## src/rtl/key_filter_if.sv

```systemverilog
// Key filter signal bundle: slow-clock and raw key in, debounced level and event pulses out.
interface key_filter_if;
  logic clk_slow;
  logic key_in;
  logic key_level;
  logic key_press;
  logic key_release;
  logic key_long;

  modport master (
    output clk_slow,
    output key_in,
    input  key_level,
    input  key_press,
    input  key_release,
    input  key_long
  );

  modport slave (
    input  clk_slow,
    input  key_in,
    output key_level,
    output key_press,
    output key_release,
    output key_long
  );
endinterface

```

## src/rtl/key_filter.sv

```systemverilog
// Debounces a mechanical key on ticks derived from a slow divided clock and emits
// press / release / long-press pulses plus a debounced level, all in the clk_100m domain.
module key_filter #(
  parameter int unsigned STABLE_TICKS = 2,
  parameter int unsigned LONG_TICKS   = 20,
  parameter bit          ACTIVE_LOW   = 1'b1
) (
  input  logic         clk_100m,
  input  logic         rst,
  key_filter_if.slave  kf
);

  typedef enum logic [1:0] {IDLE, PRESS_CHK, DOWN, LONG} state_e;

  localparam logic [7:0]  STABLE_LIM = 8'(STABLE_TICKS);
  localparam logic [15:0] LONG_LIM   = 16'(LONG_TICKS);

  function automatic logic [15:0] sat_inc16(input logic [15:0] v);
    return (v == 16'hFFFF) ? v : v + 16'd1;
  endfunction

  function automatic logic [7:0] sat_inc8(input logic [7:0] v);
    return (v == 8'hFF) ? v : v + 8'd1;
  endfunction

  logic key_act;
  logic key_s1_q, key_s2_q;
  logic slow_s1_q, slow_s2_q, slow_s3_q;
  logic tick_q;
  logic key_s;

  // Polarity is folded in before the synchronizer so a cleared flop means "released".
  assign key_act = ACTIVE_LOW ? ~kf.key_in : kf.key_in;
  assign key_s   = key_s2_q;

  always_ff @(posedge clk_100m) begin
    if (rst) begin
      key_s1_q  <= 1'b0;
      key_s2_q  <= 1'b0;
      slow_s1_q <= 1'b0;
      slow_s2_q <= 1'b0;
      slow_s3_q <= 1'b0;
      tick_q    <= 1'b0;
    end else begin
      key_s1_q  <= key_act;
      key_s2_q  <= key_s1_q;
      slow_s1_q <= kf.clk_slow;
      slow_s2_q <= slow_s1_q;
      slow_s3_q <= slow_s2_q;
      tick_q    <= slow_s2_q & ~slow_s3_q;
    end
  end

  state_e      state_q, state_d;
  logic [7:0]  stab_cnt_q, stab_cnt_d;
  logic [7:0]  rel_cnt_q, rel_cnt_d;
  logic [15:0] hold_cnt_q, hold_cnt_d;
  logic        level_q, level_d;
  logic        press_q, press_d;
  logic        release_q, release_d;
  logic        long_q, long_d;
  logic        acc_press, acc_rel, hit_long;

  always_ff @(posedge clk_100m) begin
    if (rst) begin
      state_q    <= IDLE;
      stab_cnt_q <= 8'd0;
      rel_cnt_q  <= 8'd0;
      hold_cnt_q <= 16'd0;
      level_q    <= 1'b0;
      press_q    <= 1'b0;
      release_q  <= 1'b0;
      long_q     <= 1'b0;
    end else begin
      state_q    <= state_d;
      stab_cnt_q <= stab_cnt_d;
      rel_cnt_q  <= rel_cnt_d;
      hold_cnt_q <= hold_cnt_d;
      level_q    <= level_d;
      press_q    <= press_d;
      release_q  <= release_d;
      long_q     <= long_d;
    end
  end

  always_comb begin
    state_d    = state_q;
    stab_cnt_d = stab_cnt_q;
    rel_cnt_d  = rel_cnt_q;
    hold_cnt_d = hold_cnt_q;
    acc_press  = 1'b0;
    acc_rel    = 1'b0;
    hit_long   = 1'b0;
    if (tick_q) begin
      case (state_q)
        IDLE: begin
          if (key_s) begin
            if (STABLE_LIM <= 8'd1) begin
              acc_press = 1'b1;
            end else begin
              stab_cnt_d = 8'd1;
              state_d    = PRESS_CHK;
            end
          end
        end
        PRESS_CHK: begin
          if (key_s) begin
            if (sat_inc8(stab_cnt_q) >= STABLE_LIM) acc_press = 1'b1;
            else stab_cnt_d = sat_inc8(stab_cnt_q);
          end else begin
            stab_cnt_d = 8'd0;
            state_d    = IDLE;
          end
        end
        DOWN, LONG: begin
          if (!key_s) begin
            if (sat_inc8(rel_cnt_q) >= STABLE_LIM) acc_rel = 1'b1;
            else rel_cnt_d = sat_inc8(rel_cnt_q);
          end else begin
            rel_cnt_d = 8'd0;
          end
          // Release on the same tick as the long threshold suppresses the long pulse.
          if (state_q == DOWN) begin
            hold_cnt_d = sat_inc16(hold_cnt_q);
            if (sat_inc16(hold_cnt_q) == LONG_LIM && !acc_rel) begin
              hit_long = 1'b1;
              state_d  = LONG;
            end
          end
        end
        default: state_d = IDLE;
      endcase
      if (acc_press) begin
        state_d    = DOWN;
        stab_cnt_d = 8'd0;
        hold_cnt_d = 16'd0;
        rel_cnt_d  = 8'd0;
      end
      if (acc_rel) begin
        state_d    = IDLE;
        stab_cnt_d = 8'd0;
        hold_cnt_d = 16'd0;
        rel_cnt_d  = 8'd0;
      end
    end
  end

  always_comb begin
    press_d   = acc_press;
    release_d = acc_rel;
    long_d    = hit_long;
    level_d   = level_q;
    if (acc_press) level_d = 1'b1;
    if (acc_rel)   level_d = 1'b0;
  end

  assign kf.key_level   = level_q;
  assign kf.key_press   = press_q;
  assign kf.key_release = release_q;
  assign kf.key_long    = long_q;

endmodule

```

## src/flat_wrapper.sv

```systemverilog
// flat-port wrapper written by rule: the top's interface ports become plain ports
module key_filter_flat 
#(
  parameter int unsigned STABLE_TICKS = 2,
  parameter int unsigned LONG_TICKS   = 20,
  parameter bit          ACTIVE_LOW   = 1'b1
)
  (clk_100m, rst, kf_clk_slow, kf_key_in, kf_key_level, kf_key_press, kf_key_release, kf_key_long);
  key_filter_if kf_i ();
  input  logic clk_100m;
  input  logic rst;
  input wire logic [$bits(kf_i.clk_slow)-1:0] kf_clk_slow;
  input wire logic [$bits(kf_i.key_in)-1:0] kf_key_in;
  output wire logic [$bits(kf_i.key_level)-1:0] kf_key_level;
  output wire logic [$bits(kf_i.key_press)-1:0] kf_key_press;
  output wire logic [$bits(kf_i.key_release)-1:0] kf_key_release;
  output wire logic [$bits(kf_i.key_long)-1:0] kf_key_long;
  assign kf_i.clk_slow = kf_clk_slow;
  assign kf_i.key_in = kf_key_in;
  assign kf_key_level = kf_i.key_level;
  assign kf_key_press = kf_i.key_press;
  assign kf_key_release = kf_i.key_release;
  assign kf_key_long = kf_i.key_long;
  key_filter #(.STABLE_TICKS(STABLE_TICKS), .LONG_TICKS(LONG_TICKS), .ACTIVE_LOW(ACTIVE_LOW)) u_core (.clk_100m(clk_100m), .rst(rst), .kf(kf_i));
endmodule
```

## config.mk

```make
export PLATFORM = sky130hd
export DESIGN_NAME = key_filter_flat
export DESIGN_NICKNAME = d
export VERILOG_FILES = /design/src/rtl/key_filter_if.sv /design/src/rtl/key_filter.sv /design/src/flat_wrapper.sv
export SDC_FILE = /design/constraint.sdc
export NUM_CORES = 1
export LEC_CHECK = 0
export CORE_UTILIZATION = 50
export CTS_CLUSTER_SIZE = 12
export DETAILED_ROUTE_END_ITERATION = 6
export PLACE_DENSITY = 0.65
export SETUP_SLACK_MARGIN = 0.4
export SLEW_MARGIN = 20
export SYNTH_ARGS = -nofsm -noshare
export SYNTH_HDL_FRONTEND = slang
export SYNTH_SLANG_ARGS = --single-unit
```

## constraint.sdc

```tcl
create_clock -name clk_100m -period 3.2 [get_ports clk_100m]
set_clock_uncertainty 0.2 [all_clocks]
set_input_delay 0.64 -clock clk_100m [delete_from_list [all_inputs] [get_ports clk_100m]]
set_output_delay 0.64 -clock clk_100m [all_outputs]
set_load 0.03 [all_outputs]
```

# == After elaboration in Yosys (flattened, before gate mapping) ==
# Index checks and enable logic that the tools add are counted.
# totals
elab_cells,89
in_bits,4
regBits,44
out_inout_bits,4
# op_classes
add_sub_neg,3
mux,38
eq_ne,13
order_cmp,2
n_bitwise,6
n_reduce_logical,13
# ops
operator,count
8-bit two-way mux,12
16-bit two-way mux,5
16-bit by 1-bit adder with 16-bit output (second input constant),1
8-bit by 1-bit adder with 8-bit output (second input constant),2
16-bit == test (second input constant),1
16-bit by 5-bit == test with 1-bit output (second input constant),1
8-bit == test (second input constant),2
8-bit by 2-bit >= comparator with 1-bit output (second input constant),2
8-bit case mux with 2 select lines,1
1-bit two-way mux,13
2-bit two-way mux,6
4-bit by 1-bit != test with 1-bit output (second input constant),3
2-bit case mux with 3 select lines,1
3-bit AND reduction,2
3-bit nonzero test,2
5-bit != test (second input constant),1
1-bit inverter,5
5-bit AND reduction,1
2-bit == test (second input constant),2
4-bit by 3-bit != test with 1-bit output (second input constant),1
4-bit != test (second input constant),1
4-bit AND reduction,1
4-bit nonzero test,1
2-bit OR reduction,2
other kinds (6),6

# == Logic depth before layout (Yosys ltp) ==
# depth
ltp_word,14
depth_mapped,8
mapped_depth_nobuf,7

# == Worst setup path before layout ==
# Ideal clock, no wire load.
# synth_path
path_kind,reg2reg
start,register u_core.rel_cnt_q[0]
end,register u_core.hold_cnt_q[11]
t_required_ns,2.938
synth_period_minus_slack_ns,2.289
n_path_buf,0
slack_ns,0.911
setup_time_ns,0.062
path_stages_with_launch,8
t_arrival_ns,2.027
cell_sequence,dfxtp_1 -> ha_1 -> and4_1 -> o21ai_2 -> a22oi_4 -> nand4_4 -> or4_1 -> nand3_1
# synth_via
elab_chain_len,11
word_cells_on_any_way,14
cone_classes,1 x add/sub; 1 x order compare; 1 x eq/ne; 8 x mux; 3 x reduce/logical
# synth_rtl
item,line_no,rtl
start: declaration,key_filter.sv:56,"logic [7:0] rel_cnt_q, rel_cnt_d;"
start signal: assignment,key_filter.sv:77,rel_cnt_q <= rel_cnt_d;
8-bit by 1-bit adder with 8-bit output or 8-bit == test (tied branches),key_filter.sv:23,return (v == 8'hFF) ? v : v + 8'd1;
8-bit two-way mux (*),key_filter.sv:23,
8-bit by 2-bit >= comparator with 1-bit output (*),key_filter.sv:117,if (sat_inc8(rel_cnt_q) >= STABLE_LIM) acc_rel = 1'b1;
1-bit two-way mux (*),key_filter.sv:117,
1-bit two-way mux (*),key_filter.sv:116,if (!key_s) begin
1-bit two-way mux (*),key_filter.sv:95,case (state_q)
1-bit two-way mux (*),key_filter.sv:94,if (tick_q) begin
1-bit two-way mux (*),key_filter.sv:95,
1-bit two-way mux (*),key_filter.sv:94,
3-bit nonzero test (no source line),-,
3-bit AND reduction (no source line),-,
end signal: assignment,key_filter.sv:78,hold_cnt_q <= hold_cnt_d;
end: declaration,key_filter.sv:57,"logic [15:0] hold_cnt_q, hold_cnt_d;"
# Every way passes the cells marked *; elsewhere a longest branch is shown, timed or not. The select of a mux whose other input is x is not followed.
# A chain may end at the register's enable or synchronous reset.

# == Final worst setup path ==
# layout_path
start,register u_core.rel_cnt_q[0]
end,register u_core.hold_cnt_q[14]
# Same word-level chain as after synthesis.

==> impl_metrics.tcl <==
set metrics [dict create \
    crit_type "flop to flop" \
    ctsHoldBuffers 0 \
    power.density_nw_per_um2 384.5 \
    ff2ff_path_depth 7 \
    slew_headroom_pct 63.61 \
    die-height_um 74.03 \
    grt_pass1_vias 2134 \
    fp.dieArea_um2 5480 \
    hold_viol 0 \
    synth_top_family_by_area "simple AND/OR/NAND/NOR gates" \
    yosysWarnings 0 \
    p_switching_uw 218.5 \
    cts-root-buf "clkbuf_8" \
    dr.pass1.iters 4 \
    grt_max_degree 21 \
    sequentialPowerShare_pct 50.7 \
    worstHoldEndpoint "u_core.tick_q" \
    row_count 25 \
    finalCriticalPeriod_ns 2.656 \
    final_nets 315 \
    htreeDepth 2 \
    synth-adder-area-share_pct 1.447 \
    setup_tns_ns 0 \
    grt_usage_pct 24.97 \
    slew_viol_final 0 \
    synth_mux_area_share_pct 3.570 \
    r2r-start "u_core.rel_cnt_q[0]" \
    syn_area_per_cell_um2 8.504 \
    cts_inserted_buffers 5 \
    initial_core_util_pct 53.50 \
    layout-drive-gt1-share_pct 10.06 \
    crit_required_ns 3.23 \
    period_share_pct 83.00 \
    leakage_nw 0.9820 \
    synth-main-ff-cell "dfxtp_1" \
    min_from "u_core.slow_s3_q" \
    layout_commonest_cell "dfxtp_1" \
    gp_congestion 0.9300 \
    grt-ovfl-total 0 \
    clk_latency_ns 0.30 \
    syn_nets 312 \
    hold-path-cell-count 1 \
    clock.fmax_ghz 0.3765 \
    end_kind "flop" \
    layout_common_cells "dfxtp_1 (44), nand2_1 (29), nor2_1 (25), nand3_1 (17), nor3_1 (16)" \
    synth_cell_types 69 \
    synthCells 305 \
    worst_pin_slew_ns 0.5409 \
    report.final.setup_viol 0 \
    r2r-end "u_core.hold_cnt_q[14]" \
    portBuffers 7 \
    p_sw_share_pct 20.04 \
    drt_wl_total_mm 6.184 \
    tritoncts "done" \
    peakVddDrop_v 0.0002820 \
    yosys.area_share.simple_pct 33.82 \
    ys_ff_latch 44 \
    hold_class "flop to flop" \
    ant_nets 0 \
    die_w_um 74.03 \
    clockBufferDepth 2 \
    p_comb_share_pct 3.2 \
    antenna_cells 0 \
    io_pins 8 \
    vias_per_cell 6.181 \
    syn2layout_area_growth_pct 9.358 \
    grt_pass1_wl_mm 10.47 \
    wl_per_cell_um 16.49 \
    hpwl_mm 4.515 \
    clkPwrFrac_pct 46.1 \
    ff2ff_setup_slack_ns 0.54 \
    vias 2318 \
    rsz0062_at_grt "yes" \
    synth_edf_count 0 \
    async_flop_share_pct 0 \
    coreArea_um2 4848 \
    cts.clk_slew.worst_paths_ns 0.09 \
    synth_area_um2 2594 \
    status "complete, no violations" \
    yosysSeqAreaShare_pct 33.96 \
    clkSinkCount 44 \
    utilization_pct 58.50 \
    p_int_uw 872.1 \
    drc 0 \
    critPathLaunchType "flop" \
    grt_antenna_before_repair 0 \
    drt-initial-drc-count 134 \
    n_fill_cell 463 \
    cp.arrival_ns 2.69 \
    timing.max_cap.violations 0 \
    synthXorXnorAreaFrac_pct 2.364 \
    synth_compound_area_share_pct 20.98 \
    path_max_fanout 8 \
]
==> registers in the layout (all words and copies together) (netlist names) <==
register	cells
u_core.tick_q	1
u_core.stab_cnt_q	8
u_core.rel_cnt_q	8
u_core.kf.key_level	1
u_core.key_s1_q	1
u_core.key_s	1
u_core.kf.key_release	1
u_core.slow_s3_q	1
u_core.slow_s2_q	1
u_core.kf.key_long	1
u_core.slow_s1_q	1
u_core.hold_cnt_q	16
u_core.state_q	2
u_core.kf.key_press	1
==> synth_stat cells, types with 3 or more instances <==
master | number | area (um^2)
xnor2_1 | 4 | 35.03
xor2_1 | 3 | 26.28
nor2_1 | 25 | 93.84
a41o_1 | 4 | 40.04
o31ai_1 | 3 | 22.52
and3_1 | 6 | 37.54
a31oi_1 | 4 | 25.02
nor2b_1 | 9 | 56.30
clkbuf_1 | 7 | 26.28
nor3_1 | 16 | 80.08
mux2i_1 | 7 | 70.07
buf_2 | 4 | 20.02
or3_1 | 5 | 31.28
a311oi_1 | 4 | 35.03
nand3_1 | 17 | 85.08
ha_1 | 3 | 37.54
a21oi_1 | 9 | 45.04
a41oi_1 | 5 | 43.79
inv_1 | 6 | 22.52
o21ai_0 | 9 | 45.04
dfxtp_1 | 44 | 880.8
a21o_1 | 3 | 22.52
nand4_1 | 10 | 62.56
and2_1 | 9 | 56.30
nor4_1 | 3 | 18.77
nand2_1 | 29 | 108.9
==> through the flow <==
step	setup WS (ns)	area, um^2	instances	total power, mW	hold slack [ns]
after floorplan	0.9113	2594	305	0.5889	0.1674
after global placement	0.5196	2700	368	0.6001	0.1694
after detailed placement	0.5256	2700	368	0.6009	0.1823
after CTS	0.4965	2829	375	1.098	0.1904
after global routing	0.3649	2836	375	1.121	0.2010
final	0.5441	2836	375	1.091	0.1859
==> critical path, stage by stage, from the launching register on <==
cell       delay (ns)
dfxtp_1          0.43
ha_1             0.32
and3b_1          0.21
o2111ai_1        0.26
nor3b_2          0.34
nor2_1           0.19
o211ai_2         0.39
mux2i_1          0.24
==> area by class of cell <==
type                       count  area [um^2]  share of cell area [%]
sequential                    44        880.8                   31.05
inverter                       6        22.52                  0.7940
clock buffer                   5        68.82                   2.426
multi-input combinational    240         1620                   57.12
timing repair buffer          11        100.1                   3.529
clock inverter                 2        60.06                   2.117
tap                           67        83.83                   2.955
==> cell families (layout without fill, tap and decap cells) <==
family | after synthesis | after routing
buffers and inverters | 21 | 24
AOI/OAI and AO/OA | 66 | 66
adders and majority gates | 3 | 3
and+or+nand+nor | 155 | 155
DFF | 44 | 44
muxes | 9 | 9
xor gates and xnor gates | 7 | 7
==> metal layers <==
layer | global-route usage [%] | vias to the layer above | part of all wire, % | routed length [um]
met1 | 34.42 | 1111 | 49 | 3061
met5 | 0 | - | 0 | 0
met3 | 4.336 | 9 | 2.8 | 174
li1 | - | 1158 | - | -
met2 | 39.80 | 40 | 46 | 2845
met4 | 7.692 | 0 | 1.7 | 103
==> how the worst max path moves through the flow <==
stage	from	end	slack, ns	cells past startpoint
after floorplan	u_core.rel_cnt_q[0]	u_core.hold_cnt_q[11]	0.91	7
after global placement	u_core.rel_cnt_q[0]	u_core.hold_cnt_q[0]	0.52	7
after detailed placement	u_core.rel_cnt_q[0]	u_core.hold_cnt_q[0]	0.53	7
after CTS	u_core.rel_cnt_q[0]	u_core.hold_cnt_q[0]	0.50	7
after global routing	u_core.rel_cnt_q[0]	u_core.hold_cnt_q[14]	0.36	7
final	u_core.rel_cnt_q[0]	u_core.hold_cnt_q[14]	0.54	7
==> what timing repair did <==
action | in CTS | in global routing
resized for setup | 0 | 1
setup buffers | 0 | 0
endpoints found under the setup margin | 0 | 7
==> power groups by stage <==
stage | clock (mW) | combinational (mW) | sequential, mW
CTS | 0.510 | 0.0346 | 0.553
global placement | 0 | 0.0338 | 0.566
finish | 0.503 | 0.0345 | 0.553
global route | 0.530 | 0.0378 | 0.554
floorplan | 0 | 0.0251 | 0.564
detailed placement | 0 | 0.0346 | 0.566
Note: power is estimated with default switching activity, not from simulation.
